File: src/rtl/uart_cmd_responder_if.sv
// Command/response handshake between the UART responder and the command processor.
// The responder owns the slave modport; the command processor owns master.
interface uart_cmd_responder_if;
    logic [15:0] cmd;
    logic        cmd_rdy;
    logic        clr_cmd_rdy;
    logic [7:0]  resp;
    logic        snd_resp;
    logic        resp_sent;

    modport master (
        input  cmd,
        input  cmd_rdy,
        input  resp_sent,
        output clr_cmd_rdy,
        output resp,
        output snd_resp
    );

    modport slave (
        output cmd,
        output cmd_rdy,
        output resp_sent,
        input  clr_cmd_rdy,
        input  resp,
        input  snd_resp
    );
endinterface

File: src/rtl/uart_cmd_responder.sv
// Knight-side UART link: receives 8N1 byte pairs into a 16-bit command and
// transmits single-byte responses. RX and TX run independently (full duplex).
module uart_cmd_responder #(
    parameter int unsigned BAUD_DIV = 2604
) (
    input  logic                 clk,
    input  logic                 rst,
    input  logic                 RX,
    output logic                 TX,
    uart_cmd_responder_if.slave  cmd_if
);

    localparam int unsigned     CNT_W = $clog2(BAUD_DIV);
    localparam logic [CNT_W-1:0] FULL = CNT_W'(BAUD_DIV - 1);
    localparam logic [CNT_W-1:0] HALF = CNT_W'(BAUD_DIV / 2 - 1);

    typedef enum logic [1:0] {RX_IDLE, RX_START, RX_DATA, RX_STOP} rx_state_t;
    typedef enum logic       {ASM_HIGH, ASM_LOW}                   asm_state_t;
    typedef enum logic       {TX_IDLE, TX_SHIFT}                   tx_state_t;

    // ---------------------------------------------------------------- RX
    rx_state_t        rx_state, rx_next;
    logic             rx_ff1, rx_ff2, rx_prev;
    logic [CNT_W-1:0] rx_cnt;
    logic [3:0]       rx_bits;
    logic [7:0]       rx_shift;
    logic             start_det, rx_tick, rx_restart;
    logic             rx_begin, byte_ok, frame_err;

    // Preset to 1 so reset never looks like a falling edge on the idle line
    always_ff @(posedge clk) begin
        if (rst) begin
            rx_ff1  <= 1'b1;
            rx_ff2  <= 1'b1;
            rx_prev <= 1'b1;
        end else begin
            rx_ff1  <= RX;
            rx_ff2  <= rx_ff1;
            rx_prev <= rx_ff2;
        end
    end

    assign start_det = rx_prev & ~rx_ff2;
    assign rx_tick   = (rx_cnt == FULL);

    always_ff @(posedge clk) begin
        if (rst) rx_state <= RX_IDLE;
        else     rx_state <= rx_next;
    end

    always_comb begin
        rx_next = rx_state;
        unique case (rx_state)
            RX_IDLE:  if (start_det) rx_next = RX_START;
            RX_START: if (rx_cnt == HALF) rx_next = rx_ff2 ? RX_IDLE : RX_DATA;
            RX_DATA:  if (rx_tick && rx_bits == 4'd7) rx_next = RX_STOP;
            RX_STOP:  if (rx_tick) rx_next = RX_IDLE;
            default:  rx_next = RX_IDLE;
        endcase
    end

    always_comb begin
        rx_begin   = (rx_state == RX_IDLE) && start_det;
        byte_ok    = (rx_state == RX_STOP) && rx_tick &&  rx_ff2;
        frame_err  = (rx_state == RX_STOP) && rx_tick && !rx_ff2;
        rx_restart = (rx_state == RX_IDLE) ||
                     ((rx_state == RX_START) ? (rx_cnt == HALF) : rx_tick);
    end

    always_ff @(posedge clk) begin
        if (rst) begin
            rx_cnt   <= '0;
            rx_bits  <= '0;
            rx_shift <= '0;
        end else begin
            rx_cnt <= rx_restart ? '0 : rx_cnt + CNT_W'(1);
            if (rx_state != RX_DATA) begin
                rx_bits <= '0;
            end else if (rx_tick) begin
                rx_bits  <= rx_bits + 4'd1;
                rx_shift <= {rx_ff2, rx_shift[7:1]};
            end
        end
    end

    // ---------------------------------------------------- command assembly
    asm_state_t  asm_state, asm_next;
    logic [7:0]  hi_byte;
    logic [15:0] cmd_q;
    logic        cmd_rdy_q;
    logic        load_hi, load_cmd, rdy_clr;

    always_ff @(posedge clk) begin
        if (rst) asm_state <= ASM_HIGH;
        else     asm_state <= asm_next;
    end

    always_comb begin
        asm_next = asm_state;
        unique case (asm_state)
            ASM_HIGH: if (byte_ok) asm_next = ASM_LOW;
            ASM_LOW:  if (byte_ok || frame_err) asm_next = ASM_HIGH;
            default:  asm_next = ASM_HIGH;
        endcase
    end

    always_comb begin
        load_hi  = (asm_state == ASM_HIGH) && byte_ok;
        load_cmd = (asm_state == ASM_LOW)  && byte_ok;
        rdy_clr  = cmd_if.clr_cmd_rdy || ((asm_state == ASM_HIGH) && rx_begin);
    end

    // Completion takes priority over any clear in the same cycle
    always_ff @(posedge clk) begin
        if (rst) begin
            hi_byte   <= '0;
            cmd_q     <= '0;
            cmd_rdy_q <= 1'b0;
        end else begin
            if (load_hi) hi_byte <= rx_shift;
            if (load_cmd) begin
                cmd_q     <= {hi_byte, rx_shift};
                cmd_rdy_q <= 1'b1;
            end else if (rdy_clr) begin
                cmd_rdy_q <= 1'b0;
            end
        end
    end

    assign cmd_if.cmd     = cmd_q;
    assign cmd_if.cmd_rdy = cmd_rdy_q;

    // ---------------------------------------------------------------- TX
    tx_state_t        tx_state, tx_next;
    logic [9:0]       tx_frame;
    logic [CNT_W-1:0] tx_cnt;
    logic [3:0]       tx_bits;
    logic             resp_sent_q;
    logic             tx_load, tx_tick, tx_done;

    always_ff @(posedge clk) begin
        if (rst) tx_state <= TX_IDLE;
        else     tx_state <= tx_next;
    end

    always_comb begin
        tx_next = tx_state;
        unique case (tx_state)
            TX_IDLE:  if (cmd_if.snd_resp) tx_next = TX_SHIFT;
            TX_SHIFT: if (tx_done) tx_next = TX_IDLE;
            default:  tx_next = TX_IDLE;
        endcase
    end

    always_comb begin
        tx_load = (tx_state == TX_IDLE) && cmd_if.snd_resp;
        tx_tick = (tx_state == TX_SHIFT) && (tx_cnt == FULL);
        tx_done = tx_tick && (tx_bits == 4'd9);
    end

    // Shift register back-fills with 1s, so it is all-ones (line idle) once a
    // frame has fully drained and TX can come straight from bit 0
    always_ff @(posedge clk) begin
        if (rst) begin
            tx_frame    <= '1;
            tx_cnt      <= '0;
            tx_bits     <= '0;
            resp_sent_q <= 1'b0;
        end else if (tx_load) begin
            tx_frame    <= {1'b1, cmd_if.resp, 1'b0};
            tx_cnt      <= '0;
            tx_bits     <= '0;
            resp_sent_q <= 1'b0;
        end else if (tx_tick) begin
            tx_frame <= {1'b1, tx_frame[9:1]};
            tx_cnt   <= '0;
            tx_bits  <= tx_done ? 4'd0 : tx_bits + 4'd1;
            if (tx_done) resp_sent_q <= 1'b1;
        end else if (tx_state == TX_SHIFT) begin
            tx_cnt <= tx_cnt + CNT_W'(1);
        end
    end

    assign TX               = tx_frame[0];
    assign cmd_if.resp_sent = resp_sent_q;

endmodule

File: src/flat_wrapper.sv
// flat-port wrapper written by rule: the top's interface ports become plain ports
module uart_cmd_responder_flat 
#(
    parameter int unsigned BAUD_DIV = 2604
)
  (clk, rst, RX, TX, cmd_if_cmd, cmd_if_cmd_rdy, cmd_if_resp_sent, cmd_if_clr_cmd_rdy, cmd_if_resp, cmd_if_snd_resp);
  uart_cmd_responder_if cmd_if_i ();
  input  logic clk;
  input  logic rst;
  input  logic RX;
  output logic TX;
  output wire logic [$bits(cmd_if_i.cmd)-1:0] cmd_if_cmd;
  output wire logic [$bits(cmd_if_i.cmd_rdy)-1:0] cmd_if_cmd_rdy;
  output wire logic [$bits(cmd_if_i.resp_sent)-1:0] cmd_if_resp_sent;
  input wire logic [$bits(cmd_if_i.clr_cmd_rdy)-1:0] cmd_if_clr_cmd_rdy;
  input wire logic [$bits(cmd_if_i.resp)-1:0] cmd_if_resp;
  input wire logic [$bits(cmd_if_i.snd_resp)-1:0] cmd_if_snd_resp;
  assign cmd_if_cmd = cmd_if_i.cmd;
  assign cmd_if_cmd_rdy = cmd_if_i.cmd_rdy;
  assign cmd_if_resp_sent = cmd_if_i.resp_sent;
  assign cmd_if_i.clr_cmd_rdy = cmd_if_clr_cmd_rdy;
  assign cmd_if_i.resp = cmd_if_resp;
  assign cmd_if_i.snd_resp = cmd_if_snd_resp;
  uart_cmd_responder #(.BAUD_DIV(BAUD_DIV)) u_core (.clk(clk), .rst(rst), .RX(RX), .TX(TX), .cmd_if(cmd_if_i));
endmodule
File: config.mk
export PLATFORM = sky130hd
export DESIGN_NAME = uart_cmd_responder_flat
export DESIGN_NICKNAME = d
export VERILOG_FILES = /design/src/rtl/uart_cmd_responder_if.sv /design/src/rtl/uart_cmd_responder.sv /design/src/flat_wrapper.sv
export SDC_FILE = /design/constraint.sdc
export NUM_CORES = 1
export LEC_CHECK = 0
export ABC_CLOCK_PERIOD_IN_PS = 2640
export BUFFER_PORTS_ARGS = -buffer_cell sky130_fd_sc_hd__buf_2
export CAP_MARGIN = 20
export CORE_UTILIZATION = 50
export DETAILED_ROUTE_END_ITERATION = 7
export GPL_TIMING_DRIVEN = 0
export PLACE_DENSITY_LB_ADDON = 0.2
export SLEW_MARGIN = 20
export SYNTH_ARGS = -nofsm -noshare
export SYNTH_HDL_FRONTEND = slang
export SYNTH_SLANG_ARGS = --single-unit
File: constraint.sdc
create_clock -name clk -period 2.64 [get_ports clk]
set_input_delay 0.396 -clock clk [delete_from_list [all_inputs] [get_ports clk]]
set_output_delay 0.396 -clock clk [all_outputs]
set_load 0.005 [all_outputs]
==> qor.yml <==
outcome: "completed"
power.switching_mw: 0.547
power_frac_clock_pct: 41.5
ys_seq_area_share_pct: 47.6
die_w_um: 85.0
critPathKind: "register to register"
clk_latency_ps: 360
fin_setup_tns_ps: 0
antenna_cells: 0
fin_skew_ps: 11.1
synthXorXnorAreaFrac_pct: 5.84
power_mw: 2.28
cts_tree: "done"
reg2regPathDepth: 7
hp-class: "input pin to register"
synth_top_family_by_area: "simple AND/OR/NAND/NOR gates"
synth-compound-area-share_pct: 8.06
synth.most_common_cell: "dfxtp_1"
drc: 0
core_sq_um: 6490
worstHoldStart: "RX"
maxCapViolCount: 0
rr_endpoint: "u_core.cmd_if.cmd[15]"
syn-cell-area_sq_um: 3450
cts_made_buffers: 9
p_per_area_nw_per_um2: 585
netlist_top_cells_area: "dfxtp_1, nand2_1, mux2i_1, nor2_1, xnor2_1"
finalHoldViolations: 0
routabilityCongestion: 0.796
switching_share_pct: 23.9
synth_cells: 389
whs_path_depth: 2
hold_path_end: "u_core.rx_ff1"
start_kind: "register"
pwr-share-comb_pct: 3.5
clock-sinks: 82
relSlewSlack_pct: 63.9
root_buffer: "clkbuf_8"
drt_first_pass_iters: 4
synth_nets: 408
postCtsSetupBuffers: 0
r2r_slack_ps: 450
post_cts_resized: 0
grt-ovfl-total: 0
clockBufferDepth: 2
min_period_ps: 2190
synth.area.mux_share_pct: 5.52
ir_worst_vdd_uv: 374
dp_hpwl_mm: 4.52
vias: 2755
fp.dieH_um: 85.0
grt_max_degree: 17
synth.ff_latch_count: 82
start_util_pct: 53.1
ys_async_sr_fraction_pct: 0
cp.required_ps: 2870
intPower_mw: 1.74
synth_simple_gate_area_share_pct: 27.0
avgRoutedWirePerCell_um: 12.7
setup_violations: 0
end_kind: "register"
h-tree-depth: 3
ys_warn_count: 0
crit_fanout: 10
fin_nets: 449
drt-initial-drc-count: 121
synth_fa_ha_area_share_pct: 2.18
grt_pass1_vias: 2511
buffer_ports.inserted: 30
ys_top_cells_by_count: "dfxtp_1, nand2_1, nor2_1"
synth-main-ff-cell: "dfxtp_1"
fin_crit_sh_pct: 82.8
ctsHoldBuffers: 0
area_delta_synth_final_pct: 13.2
leakagePower_nw: 1.51
synth_cell_types: 40
hold_slack_ps: 241
drive_gt1_share_pct: 14.3
yosysTopAreaCellShare_pct: 47.6
timing.rr.start: "u_core.rx_cnt[0]"
cp.arrival_ps: 2410
die_area_sq_um: 7230
synth.avg_cell_area_sq_um: 8.86
io_pins: 32
slew_violations: 0
antenna_left: 0
grt_antenna_before_repair: 0
seq_power_share_pct: 55.0
clk_pin_slew_ps: 90
fmax_mhz: 458
synth_edf_count: 0
grt_pass1_wl_mm: 11.1
drt_wl_total_mm: 6.50
grt_use_total_pct: 19.4
viasPerCell: 5.38
worst_pin_slew_ps: 541
row_count: 29
rsz0062_at_grt: "no"
yosysTopAreaCell: "dfxtp_1"
critical path: stages (launching register included):
cell and delay [ps]:
dfxtp_1 410, ha_1 250, nor4bb_1 270, buf_2 260, nand4_1 360, clkbuf_1 330
nand2_1 130, a21oi_1 60
how the worst max path moves through the flow:
| stage | from | to | slack [ps] | cells past startpoint |
|---|---|---|---|---|
| 3_5_place_dp | u_core.rx_cnt[0] | u_core.cmd_if.cmd[15] | 420 | 7 |
| 3_3_place_gp | u_core.rx_cnt[0] | u_core.cmd_if.cmd[0] | 470 | 7 |
| 4_1_cts | u_core.rx_cnt[0] | u_core.cmd_if.cmd[15] | 410 | 7 |
| 2_1_floorplan | u_core.rx_cnt[0] | u_core.rx_state[0] | 890 | 6 |
| 5_1_grt | u_core.rx_cnt[0] | u_core.cmd_if.cmd[12] | 200 | 7 |
| 6_report | u_core.rx_cnt[0] | u_core.cmd_if.cmd[15] | 450 | 7 |
registers in the layout, indices dropped and copies added (netlist names), named ones only:
register and count:
u_core.tx_bits 4, u_core.rx_ff2 1, u_core.tx_state 1, u_core.rx_prev 1, u_core.asm_state 1, u_core.hi_byte 8, u_core.cmd_if.resp_sent 1, u_core.cmd_if.cmd_rdy 1
u_core.cmd_if.cmd 16, u_core.rx_shift 8, u_core.rx_bits 4, u_core.tx_frame 9, u_core.tx_cnt 12, u_core.rx_state 1, u_core.rx_ff1 1, u_core.rx_cnt 12
kinds of logic (layout without fill, tap and decap cells):
logic type               Yosys count  after routing
XOR/XNOR                          23             23
buffers and inverters             32             78
AND/OR/NAND/NOR                  185            185
adder cells (fa/ha/maj)            6              6
AO/OA/AOI/OAI                     42             42
multiplexers                      19             19
flip-flops                        82             82
cell usage in the layout, fill, tap and decap left out, types with 16 or more instances in the layout:
| cell type | netlist | final |
|---|---|---|
| a21oi_1 | 23 | 23 |
| buf_2 | 5 | 35 |
| clkbuf_1 | 18 | 18 |
| dfxtp_1 | 82 | 82 |
| mux2i_1 | 19 | 19 |
| nand2_1 | 57 | 57 |
| nor2_1 | 46 | 46 |
| nor3_1 | 26 | 26 |
| xnor2_1 | 16 | 16 |
routing by layer:
metal	vias to the layer above	track usage, %	wire length [um]
met5	-	0	0
met2	54	32.6	2970
li1	1432	-	-
met3	9	3.50	211
met1	1260	24.0	3210
met4	0	9.71	107
per-stage QoR:
stage	std cells	worst slack [ps]	area (sq um)	util, %
after floorplan	389	894	3450	-
after global placement	496	466	3690	56.9
after detailed placement	496	423	3690	56.9
after CTS	512	411	3910	60.1
after global routing	512	198	3910	60.1
final	512	454	3910	60.1
layout make-up:
class                   instances  area, sq um
fillers                       586         2590
multi-input cells             275         1680
flip-flops and latches         82         1640
repair buffers                 30          150
clock buffers                   9          124
plain buffers                  24          100
well taps                      77         96.3
clock inverters                 7         86.3
inverters                       8         30.0
power groups by stage:
| stage | Sequential (mW) | Clock [mW] | Combinational, mW |
|---|---|---|---|
| after floorplan | 1.28 | 0 | 0.0543 |
| after global placement | 1.29 | 0 | 0.0781 |
| after detailed placement | 1.29 | 0 | 0.0803 |
| after CTS | 1.26 | 0.969 | 0.0806 |
| after global routing | 1.26 | 1.02 | 0.0891 |
| final | 1.26 | 0.948 | 0.0791 |
(Power assumes the default switching activity.)
